**src/rtl/submaster_rd_arb_pkg.sv**
```systemverilog
// submaster_rd_arb_pkg: FSM state encoding and AXI constants shared by the submaster arbiters.
package submaster_rd_arb_pkg;
  typedef enum logic [2:0] {IDLE, GRANT, ADDR, DATA, DONE} state_t;
  localparam logic [1:0] BURST_INCR  = 2'b01;
  localparam logic [1:0] RESP_SLVERR = 2'b10;
  localparam logic [1:0] RESP_DECERR = 2'b11;
  function automatic logic [1:0] oh2idx(input logic [2:0] oh);
    return oh[2] ? 2'd2 : {1'b0, oh[1] & ~oh[0]};
  endfunction
endpackage

```
**src/rtl/submaster_rd_arb_if.sv**
```systemverilog
// submaster_rd_arb_if: AXI read address and read data channels of the shared master port.
interface submaster_rd_arb_if #(parameter int ADDR_W = 32, parameter int DATA_W = 64);
  logic [ADDR_W-1:0] araddr;
  logic [7:0] arlen;
  logic [2:0] arsize;
  logic [1:0] arburst;
  logic arvalid;
  logic arready;
  logic [DATA_W-1:0] rdata;
  logic [1:0] rresp;
  logic rlast;
  logic rvalid;
  logic rready;
  modport master (
    output araddr, arlen, arsize, arburst, arvalid, rready,
    input arready, rdata, rresp, rlast, rvalid
  );
  modport slave (
    input araddr, arlen, arsize, arburst, arvalid, rready,
    output arready, rdata, rresp, rlast, rvalid
  );
endinterface

```
**src/rtl/submaster_rd_arb_rr_pick3.sv**
```systemverilog
// rr_pick3: combinational 3-way round-robin picker; scans last+1, last+2, last+3 (mod 3).
module rr_pick3
  import submaster_rd_arb_pkg::*;
(
  input  logic [2:0] req,
  input  logic [1:0] last,
  output logic [2:0] sel,
  output logic       valid
);
  logic [1:0] a, b, c;
  assign a = last == 2'd2 ? 2'd0 : last + 2'd1;
  assign b = a == 2'd2 ? 2'd0 : a + 2'd1;
  assign c = b == 2'd2 ? 2'd0 : b + 2'd1;
  assign sel = req[a] ? 3'b001 << a : req[b] ? 3'b001 << b : req[c] ? 3'b001 << c : 3'b000;
  assign valid = |req;
endmodule

```
**src/rtl/submaster_rd_arb.sv**
```systemverilog
// submaster_rd_arb: round-robin read arbiter giving three submasters turns on one AXI read port.
module submaster_rd_arb
  import submaster_rd_arb_pkg::*;
#(
  parameter int ADDR_W = 32,
  parameter int DATA_W = 64,
  parameter logic [2:0] ARSIZE = 3'd3
) (
  input  logic              clk,
  input  logic              reset_n,
  input  logic              start_0,
  input  logic              start_1,
  input  logic              start_2,
  input  logic [ADDR_W-1:0] addr_0,
  input  logic [ADDR_W-1:0] addr_1,
  input  logic [ADDR_W-1:0] addr_2,
  input  logic [7:0]        len_0,
  input  logic [7:0]        len_1,
  input  logic [7:0]        len_2,
  output logic              grant_0,
  output logic              grant_1,
  output logic              grant_2,
  output logic              processing_submaster_0,
  output logic              processing_submaster_1,
  output logic              processing_submaster_2,
  output logic              rd_valid_0,
  output logic              rd_valid_1,
  output logic              rd_valid_2,
  output logic [DATA_W-1:0] rd_data,
  output logic              rd_last,
  output logic [1:0]        rd_resp,
  output logic              xfer_done_0,
  output logic              xfer_done_1,
  output logic              xfer_done_2,
  output logic              xfer_err,
  submaster_rd_arb_if.master axi
);
  state_t state;
  logic [1:0] sel, last;
  logic [ADDR_W-1:0] araddr;
  logic [7:0] arlen;
  logic [8:0] cnt;
  logic err, pick_v, bad, busy, beat;
  logic [2:0] pick;
  rr_pick3 u_pick (.req({start_2, start_1, start_0}), .last(last), .sel(pick), .valid(pick_v));
  // Overrun beats past arlen+1 are flagged as they arrive; a short or long burst is also caught at rlast.
  assign bad = axi.rresp == RESP_SLVERR || axi.rresp == RESP_DECERR ||
               (axi.rlast ? cnt != {1'b0, arlen} : cnt > {1'b0, arlen});
  always_ff @(posedge clk or negedge reset_n) begin
    if (!reset_n) begin
      state <= IDLE;
      sel <= 2'd0;
      last <= 2'd2;
      araddr <= '0;
      arlen <= '0;
      cnt <= '0;
      err <= 1'b0;
    end else begin
      case (state)
        IDLE: if (pick_v) begin
          sel <= oh2idx(pick);
          state <= GRANT;
        end
        GRANT: begin
          araddr <= sel == 2'd0 ? addr_0 : sel == 2'd1 ? addr_1 : addr_2;
          arlen <= sel == 2'd0 ? len_0 : sel == 2'd1 ? len_1 : len_2;
          cnt <= '0;
          err <= 1'b0;
          last <= sel;
          state <= ADDR;
        end
        ADDR: if (axi.arready) state <= DATA;
        DATA: if (axi.rvalid) begin
          cnt <= cnt + 9'd1;
          if (bad) err <= 1'b1;
          if (axi.rlast) state <= DONE;
        end
        DONE: state <= IDLE;
        default: state <= IDLE;
      endcase
    end
  end
  assign busy = state != IDLE;
  assign beat = state == DATA && axi.rvalid;
  assign grant_0 = state == GRANT && sel == 2'd0;
  assign grant_1 = state == GRANT && sel == 2'd1;
  assign grant_2 = state == GRANT && sel == 2'd2;
  assign processing_submaster_0 = busy && sel == 2'd0;
  assign processing_submaster_1 = busy && sel == 2'd1;
  assign processing_submaster_2 = busy && sel == 2'd2;
  assign rd_valid_0 = beat && sel == 2'd0;
  assign rd_valid_1 = beat && sel == 2'd1;
  assign rd_valid_2 = beat && sel == 2'd2;
  assign xfer_done_0 = state == DONE && sel == 2'd0;
  assign xfer_done_1 = state == DONE && sel == 2'd1;
  assign xfer_done_2 = state == DONE && sel == 2'd2;
  assign xfer_err = state == DONE && err;
  assign rd_data = axi.rdata;
  assign rd_last = axi.rlast;
  assign rd_resp = axi.rresp;
  assign axi.araddr = araddr;
  assign axi.arlen = arlen;
  assign axi.arsize = ARSIZE;
  assign axi.arburst = BURST_INCR;
  assign axi.arvalid = state == ADDR;
  assign axi.rready = state == DATA;
endmodule

```
**src/flat_wrapper.sv**
```systemverilog
// flat-port wrapper written by rule: the top's interface ports become plain ports
module submaster_rd_arb_flat import submaster_rd_arb_pkg::*;
#(
  parameter int ADDR_W = 32,
  parameter int DATA_W = 64,
  parameter logic [2:0] ARSIZE = 3'd3
)
  (clk, reset_n, start_0, start_1, start_2, addr_0, addr_1, addr_2, len_0, len_1, len_2, grant_0, grant_1, grant_2, processing_submaster_0, processing_submaster_1, processing_submaster_2, rd_valid_0, rd_valid_1, rd_valid_2, rd_data, rd_last, rd_resp, xfer_done_0, xfer_done_1, xfer_done_2, xfer_err, axi_araddr, axi_arlen, axi_arsize, axi_arburst, axi_arvalid, axi_rready, axi_arready, axi_rdata, axi_rresp, axi_rlast, axi_rvalid);
  submaster_rd_arb_if #(.ADDR_W(ADDR_W), .DATA_W(DATA_W)) axi_i ();
  input  logic clk;
  input  logic reset_n;
  input  logic start_0;
  input  logic start_1;
  input  logic start_2;
  input  logic [ADDR_W-1:0] addr_0;
  input  logic [ADDR_W-1:0] addr_1;
  input  logic [ADDR_W-1:0] addr_2;
  input  logic [7:0] len_0;
  input  logic [7:0] len_1;
  input  logic [7:0] len_2;
  output logic grant_0;
  output logic grant_1;
  output logic grant_2;
  output logic processing_submaster_0;
  output logic processing_submaster_1;
  output logic processing_submaster_2;
  output logic rd_valid_0;
  output logic rd_valid_1;
  output logic rd_valid_2;
  output logic [DATA_W-1:0] rd_data;
  output logic rd_last;
  output logic [1:0] rd_resp;
  output logic xfer_done_0;
  output logic xfer_done_1;
  output logic xfer_done_2;
  output logic xfer_err;
  output wire logic [$bits(axi_i.araddr)-1:0] axi_araddr;
  output wire logic [$bits(axi_i.arlen)-1:0] axi_arlen;
  output wire logic [$bits(axi_i.arsize)-1:0] axi_arsize;
  output wire logic [$bits(axi_i.arburst)-1:0] axi_arburst;
  output wire logic [$bits(axi_i.arvalid)-1:0] axi_arvalid;
  output wire logic [$bits(axi_i.rready)-1:0] axi_rready;
  input wire logic [$bits(axi_i.arready)-1:0] axi_arready;
  input wire logic [$bits(axi_i.rdata)-1:0] axi_rdata;
  input wire logic [$bits(axi_i.rresp)-1:0] axi_rresp;
  input wire logic [$bits(axi_i.rlast)-1:0] axi_rlast;
  input wire logic [$bits(axi_i.rvalid)-1:0] axi_rvalid;
  assign axi_araddr = axi_i.araddr;
  assign axi_arlen = axi_i.arlen;
  assign axi_arsize = axi_i.arsize;
  assign axi_arburst = axi_i.arburst;
  assign axi_arvalid = axi_i.arvalid;
  assign axi_rready = axi_i.rready;
  assign axi_i.arready = axi_arready;
  assign axi_i.rdata = axi_rdata;
  assign axi_i.rresp = axi_rresp;
  assign axi_i.rlast = axi_rlast;
  assign axi_i.rvalid = axi_rvalid;
  submaster_rd_arb #(.ADDR_W(ADDR_W), .DATA_W(DATA_W), .ARSIZE(ARSIZE)) u_core (.clk(clk), .reset_n(reset_n), .start_0(start_0), .start_1(start_1), .start_2(start_2), .addr_0(addr_0), .addr_1(addr_1), .addr_2(addr_2), .len_0(len_0), .len_1(len_1), .len_2(len_2), .grant_0(grant_0), .grant_1(grant_1), .grant_2(grant_2), .processing_submaster_0(processing_submaster_0), .processing_submaster_1(processing_submaster_1), .processing_submaster_2(processing_submaster_2), .rd_valid_0(rd_valid_0), .rd_valid_1(rd_valid_1), .rd_valid_2(rd_valid_2), .rd_data(rd_data), .rd_last(rd_last), .rd_resp(rd_resp), .xfer_done_0(xfer_done_0), .xfer_done_1(xfer_done_1), .xfer_done_2(xfer_done_2), .xfer_err(xfer_err), .axi(axi_i));
endmodule
```
**config.mk**
```make
export PLATFORM = sky130hd
export DESIGN_NAME = submaster_rd_arb_flat
export DESIGN_NICKNAME = d
export VERILOG_FILES = /design/src/rtl/submaster_rd_arb_pkg.sv /design/src/rtl/submaster_rd_arb_if.sv /design/src/rtl/submaster_rd_arb_rr_pick3.sv /design/src/rtl/submaster_rd_arb.sv /design/src/flat_wrapper.sv
export SDC_FILE = /design/constraint.sdc
export NUM_CORES = 1
export LEC_CHECK = 0
export CORE_AREA = 2 2 123 125
export CTS_CLUSTER_SIZE = 40
export DETAILED_ROUTE_END_ITERATION = 8
export DIE_AREA = 0 0 125 127
export PLACE_DENSITY_LB_ADDON = 0.1
export SETUP_SLACK_MARGIN = 0.3
export SLEW_MARGIN = 20
export SYNTH_ARGS = -nofsm -noshare
export SYNTH_HDL_FRONTEND = slang
export SYNTH_SLANG_ARGS = --single-unit
```
**constraint.sdc**
```tcl
create_clock -name clk -period 1.68 [get_ports clk]
set_input_delay 0.336 -clock clk [delete_from_list [all_inputs] [get_ports clk]]
set_output_delay 0.336 -clock clk [all_outputs]
set_load 0.02 [all_outputs]
```
==> results of run 1 <==
[worst reg2reg max path: cells and delay by family, from the launching register on]
family,cells,cell delay (ns)
buf+inv,4,0.55
flops,1,0.47
compound gates,2,0.20
mux,1,0.16
simple gates,1,0.06
[cell usage after synthesis (3+ instances only)]
cell type,count,share of area
buf_4,76,0.14
nand2_1,61,0.058
dfrtp_1,56,0.36
nor2_1,52,0.050
o21ai_0,44,0.056
a21oi_1,40,0.051
mux2i_1,40,0.10
buf_2,12,0.015
inv_1,12,0.011
nor3_1,10,0.013
clkbuf_1,9,0.0086
ha_1,9,0.029
nand3_1,7,0.0089
o21ai_1,6,0.0076
xnor2_1,5,0.011
buf_6,3,0.0086
[routing by layer]
| layer | up-vias | share of wire | track usage |
|---|---|---|---|
| li1 | 1827 | - | - |
| met1 | 1636 | 0.42 | 0.186 |
| met3 | 41 | 0.069 | 0.0415 |
| met4 | 0 | 0.025 | 0.0660 |
| met2 | 142 | 0.49 | 0.277 |
| met5 | - | 0 | 0 |
[worst paths after layout]
kind / slack, ns / startpoint / cells after the start / end
max: -0.09 / u_core.state[2] / 5 / grant_0
min: 0.04 / reset_n / 2 / u_core.last[0]
max reg2reg: 0.13 / u_core.sel[0] / 8 / u_core.axi.araddr[15]
min reg2reg: 0.47 / u_core.last[1] / 2 / u_core.last[1]
max in group asynchronous: 1.34 / reset_n / 2 / u_core.last[1]
min in group clk: 0.47 / u_core.last[1] / 2 / u_core.last[1]
[registers in the layout, summed over array words and instances (netlist names)]
register	flops
u_core.axi.arlen	8
u_core.sel	2
u_core.err	1
u_core.last	2
u_core.axi.araddr	32
u_core.cnt	9
u_core.state	3
[report_power, final]
part	switching, W	leakage (nW)	internal [W]
clock network	0.000606	0.153	0.00127
registers	0.000396	0.703	0.00199
logic	0.00337	2.00	0.00307
[area by class of cell]
type,count,share of cell area
Clock buffer,14,0.0416
Clock inverter,2,0.00532
Inverter,12,0.00684
Multi-Input combinational cell,306,0.320
Sequential cell,57,0.219
Tap cell,184,0.0349
Timing Repair Buffer,239,0.373
[cells by family (layout without fill, tap and decap cells)]
kind of cell,count (synthesis),after routing,synth area share
xor gates and xnor gates,6,6,0.0133
buffers and inverters,114,267,0.191
and+or+nand+nor,148,148,0.171
muxes,40,40,0.102
DFF,57,57,0.362
AOI/OAI and AO/OA,98,98,0.130
adders and majority gates,9,9,0.0286
other,2,5,0.00191
[what timing repair did]
item	4_1_cts	5_1_grt
endpoints found under the setup margin	99	95
pin swaps	35	29
cloned	4	0
setup buffers	15	3
resized for setup	225	59
[through the flow]
step	util	instance area (um^2)
2_1_floorplan	-	4150
3_3_place_gp	0.400	5770
3_5_place_dp	0.400	5770
4_1_cts	0.448	6460
5_1_grt	0.457	6590
6_report	0.457	6590
==> impl_metrics.toml, run 1 <==
[placed_design]
place.gp.congestion = 0.791
dp_slack_ns = -0.474
dp_hpwl_um = 9080
dp_cells = 776
numPortBuffers = 185

[synthesis]
avgSynthCellArea_um2 = 8.31
ys_types = 40
synth_edf_count = 0
ys_ff_latch = 57
ys_warn_count = 0
async_flop_share = 1.00
synthesis.area_um2 = 3940
yosysSeqAreaShare = 0.362
syn-instance-count = 474
dominantRegCellSynth = "dfrtp_1"

[layout]
seqCellArea_um2 = 1440
finalNonFillerCells = 814
multiInputGateArea_um2 = 2110
final_cell_mix = "clkdlybuf4s50_1 (127), nand2_1 (58), o21ai_1 (46), dfrtp_1 (46), nor2_1 (42)"
final_common_cell = "clkdlybuf4s50_1"
layout.nets = 828
drive_above_1_share = 0.263
synthToLayoutAreaGrowth_pct = 67.3
diodes = 0
fillers = 1407

[cts]
ctsHoldBuffers = 0
cts_root_buf = "clkbuf_16"
cts_buffers = 9
worstSkewPairLatency_ns = 0.32
h-tree-depth = 3
cts_max_path_buffers = 2
clk_pin_slew_ns = 0.05
numClockSinks = 57
tritoncts = "yes"

[drt]
vias = 3646
ant_nets = 0
routed_wl_um = 12700
viasPerCell = 4.48
drc_errors = 0
firstDrtPassIters = 4
routedWlPerCell_um = 15.6
first_iter_violations = 174

[worst_setup_path]
cpLargestDelayFamily = "flip-flops"
cp_max_fo = 6
slowest_stage = "dfrtp_2"
cp.required_ns = 1.34
crit_chain = "nor2_4, nand2_4, buf_12, nor3_4, buf_6"
cp.arrival_ns = 1.43
max_stage_delay_ns = 0.48
crit_buf_inv = 2
cp-start-kind = "register"
worstSetupEndpointType = "output port"
critical_path_class = "register to output port"

[floorplan]
fp.dieW_um = 125
ios = 321
dieArea_um2 = 15900
core_um2 = 14400
die_y_um = 127
start_util = 0.273
rows = 44

[timing]
finalSetupTns_ns = -0.339
fmax_mhz = 566
setup_viol = 8
fin_crit_ns = 1.77
fin_ws_ns = -0.0867
clock_skew_ns = 0.00763
period_share = 1.05
grt_setup_unrepaired = "true"
holdWs_ns = 0.0357
finalMaxSlewViolations = 0
hold_violations = 0

[status]
outcome = "finished, violations left"
violations = "negative setup slack"

[global_routing]
grt_pass1_vias = 3761
antenna_found_initial = 0
grt_pass1_wl_um = 20100
overflow = 0
grt_max_degree = 45
grt_use_total = 0.159

[power]
power.density_nw_per_um2 = 1620
vdd_ir_drop_max_mv = 0.576
leakage_nw = 2.86
p_total_w = 0.0107

[flow_run]
maxCapViolCount = 0

[worst_hold_path]
hold_class = "input port to async pin"
Note: power is estimated with default switching activity, not from simulation.
==> run 2: changes to the inputs <==
Clock period 1.68 ns to 1.8 ns, I/O delays scaled along.
==> impl_metrics.toml, run 2 (synthesis gave the netlist of run 1 again) <==
[worst_hold_path]
hold_class = "input port to async pin"

[timing]
grt_setup_unrepaired = "true"
fin_crit_ns = 1.78
setup_viol = 0
fmax_mhz = 562
period_share = 0.989
hold_violations = 0
finalMaxSlewViolations = 0
clock_skew_ns = 0.00707

[layout]
post-route-util = 0.446
layout.nets = 827
final_common_cell = "clkdlybuf4s50_1"
finalNonFillerCells = 813
top_regs = "u_core.axi.araddr x32, u_core.cnt x9, u_core.axi.arlen x8"
synthToLayoutAreaGrowth_pct = 63.4
drive_above_1_share = 0.235
largest_reg_flops = 32
top_register = "u_core.axi.araddr"
final_cell_mix = "clkdlybuf4s50_1 (127), nand2_1 (58), dfrtp_1 (46), nor2_1 (43)"
diodes = 0

[placed_design]
dp_hpwl_um = 9290
place.gp.congestion = 0.788
dp_cells = 769
numPortBuffers = 185

[drt]
first_iter_violations = 88
viasPerCell = 4.49
drc_errors = 0
vias = 3649
routedWlPerCell_um = 16.0
firstDrtPassIters = 4
ant_nets = 0
routed_wl_um = 13000

[cts]
clk_pin_slew_ns = 0.05
tritoncts = "yes"
cts_max_path_buffers = 2
cts_root_buf = "clkbuf_16"
h-tree-depth = 3
worstSkewPairLatency_ns = 0.32
numClockSinks = 57
cts_buffers = 9

[worst_setup_path]
slowest_stage = "dfrtp_2"
critical_path_class = "register to output port"
max_stage_delay_ns = 0.46
cp.required_ns = 1.44
crit_top_cell = "buf_4"
cp_max_fo = 7
cp-start-kind = "register"
crit_chain = "buf_4, nor3_4, buf_6, nor3_2, buf_4"
cp.arrival_ns = 1.42
worstSetupEndpointType = "output port"

[floorplan]
die_y_um = 127
start_util = 0.273
core_um2 = 14400
dieArea_um2 = 15900
rows = 44
ios = 321
fp.dieW_um = 125

[global_routing]
grt_max_degree = 72
antenna_found_initial = 0
overflow = 0
grt_use_total = 0.155
grt_pass1_vias = 3729
grt_pass1_wl_um = 19400

[power]
leakage_nw = 2.88
vdd_ir_drop_max_mv = 0.573
power.density_nw_per_um2 = 1460

[status]
outcome = "completed"

[flow_run]
maxCapViolCount = 0
-- run 2: changes by cell type in the layout (fill, tap and decap cells not counted), moves of 6 or more --
cell	before	now
buf_2	8	1
a21oi_2	11	4
o21ai_1	46	9
dlygate4sd2_1	7	40
o21ai_0	4	40
buf_6	21	27
clkdlybuf4s15_1	26	0
a21oi_1	29	36
-- run 2: what timing repair did --
item | 4_1_cts | 5_1_grt
hold buffers | 0 | 0
gates cloned | 0 | 2
gates resized for setup | 162 | 51
buffers inserted | 17 | 9
setup endpoints to repair | 97 | 40
pin swaps | 6 | 20
-- run 2: final timing paths --
| path | slack, ns | end | startpoint | cells after the start |
|---|---|---|---|---|
| max in group asynchronous | 1.46 | u_core.state[1] | reset_n | 2 |
| max reg2reg | 0.07 | u_core.cnt[8] | u_core.state[2] | 8 |
| min | 0.03 | u_core.axi.araddr[0] | reset_n | 2 |
| max | 0.02 | processing_submaster_0 | u_core.state[0] | 5 |
| min in group clk | 0.47 | u_core.axi.araddr[23] | u_core.axi.araddr[23] | 2 |
| min reg2reg | 0.47 | u_core.axi.araddr[23] | u_core.axi.araddr[23] | 2 |
-- run 2: layer usage --
layer / share of wire / GRT usage
met1: 0.41 / 0.182
met2: 0.48 / 0.257
met3: 0.074 / 0.0482
met4: 0.033 / 0.0797
met5: 0 / 0
-- run 2: stage by stage --
stage	setup WS [ns]	total power [W]	area, um^2	setup TNS (ns)	hold WS [ns]
after detailed placement	-0.381	0.00716	5610	-1.80	0.397
after floorplan	0.139	0.00530	4040	0	0.0644
after global routing	-0.0490	0.0102	6440	-0.183	0.0673
final	0.0202	0.00943	6440	0	0.0333
after CTS	0.0435	0.00904	6120	0	0.0511
after global placement	-0.346	0.00710	5610	-1.50	0.391
-- run 2: power breakdown --
part | total, W | internal (W) | switching (W)
clock network | 0.00171 | 0.00114 | 0.000572
logic | 0.00548 | 0.00250 | 0.00298
registers | 0.00223 | 0.00186 | 0.000376
-- run 2: cell type report --
class | instances | area [um^2]
Inverter | 12 | 45.0
Clock buffer | 13 | 260
Clock inverter | 3 | 40.0
Tap cell | 184 | 230
Sequential cell | 57 | 1440
Multi-Input combinational cell | 306 | 2080
Timing Repair Buffer | 238 | 2350
Fill cell | 1454 | 7980
-- run 2: worst max-delay path, delay by kind of cell, from the launching register on --
kind,cells,cell delay (ns)
and+or+nand+nor,2,0.16
DFF,1,0.46
buffers and inverters,3,0.47
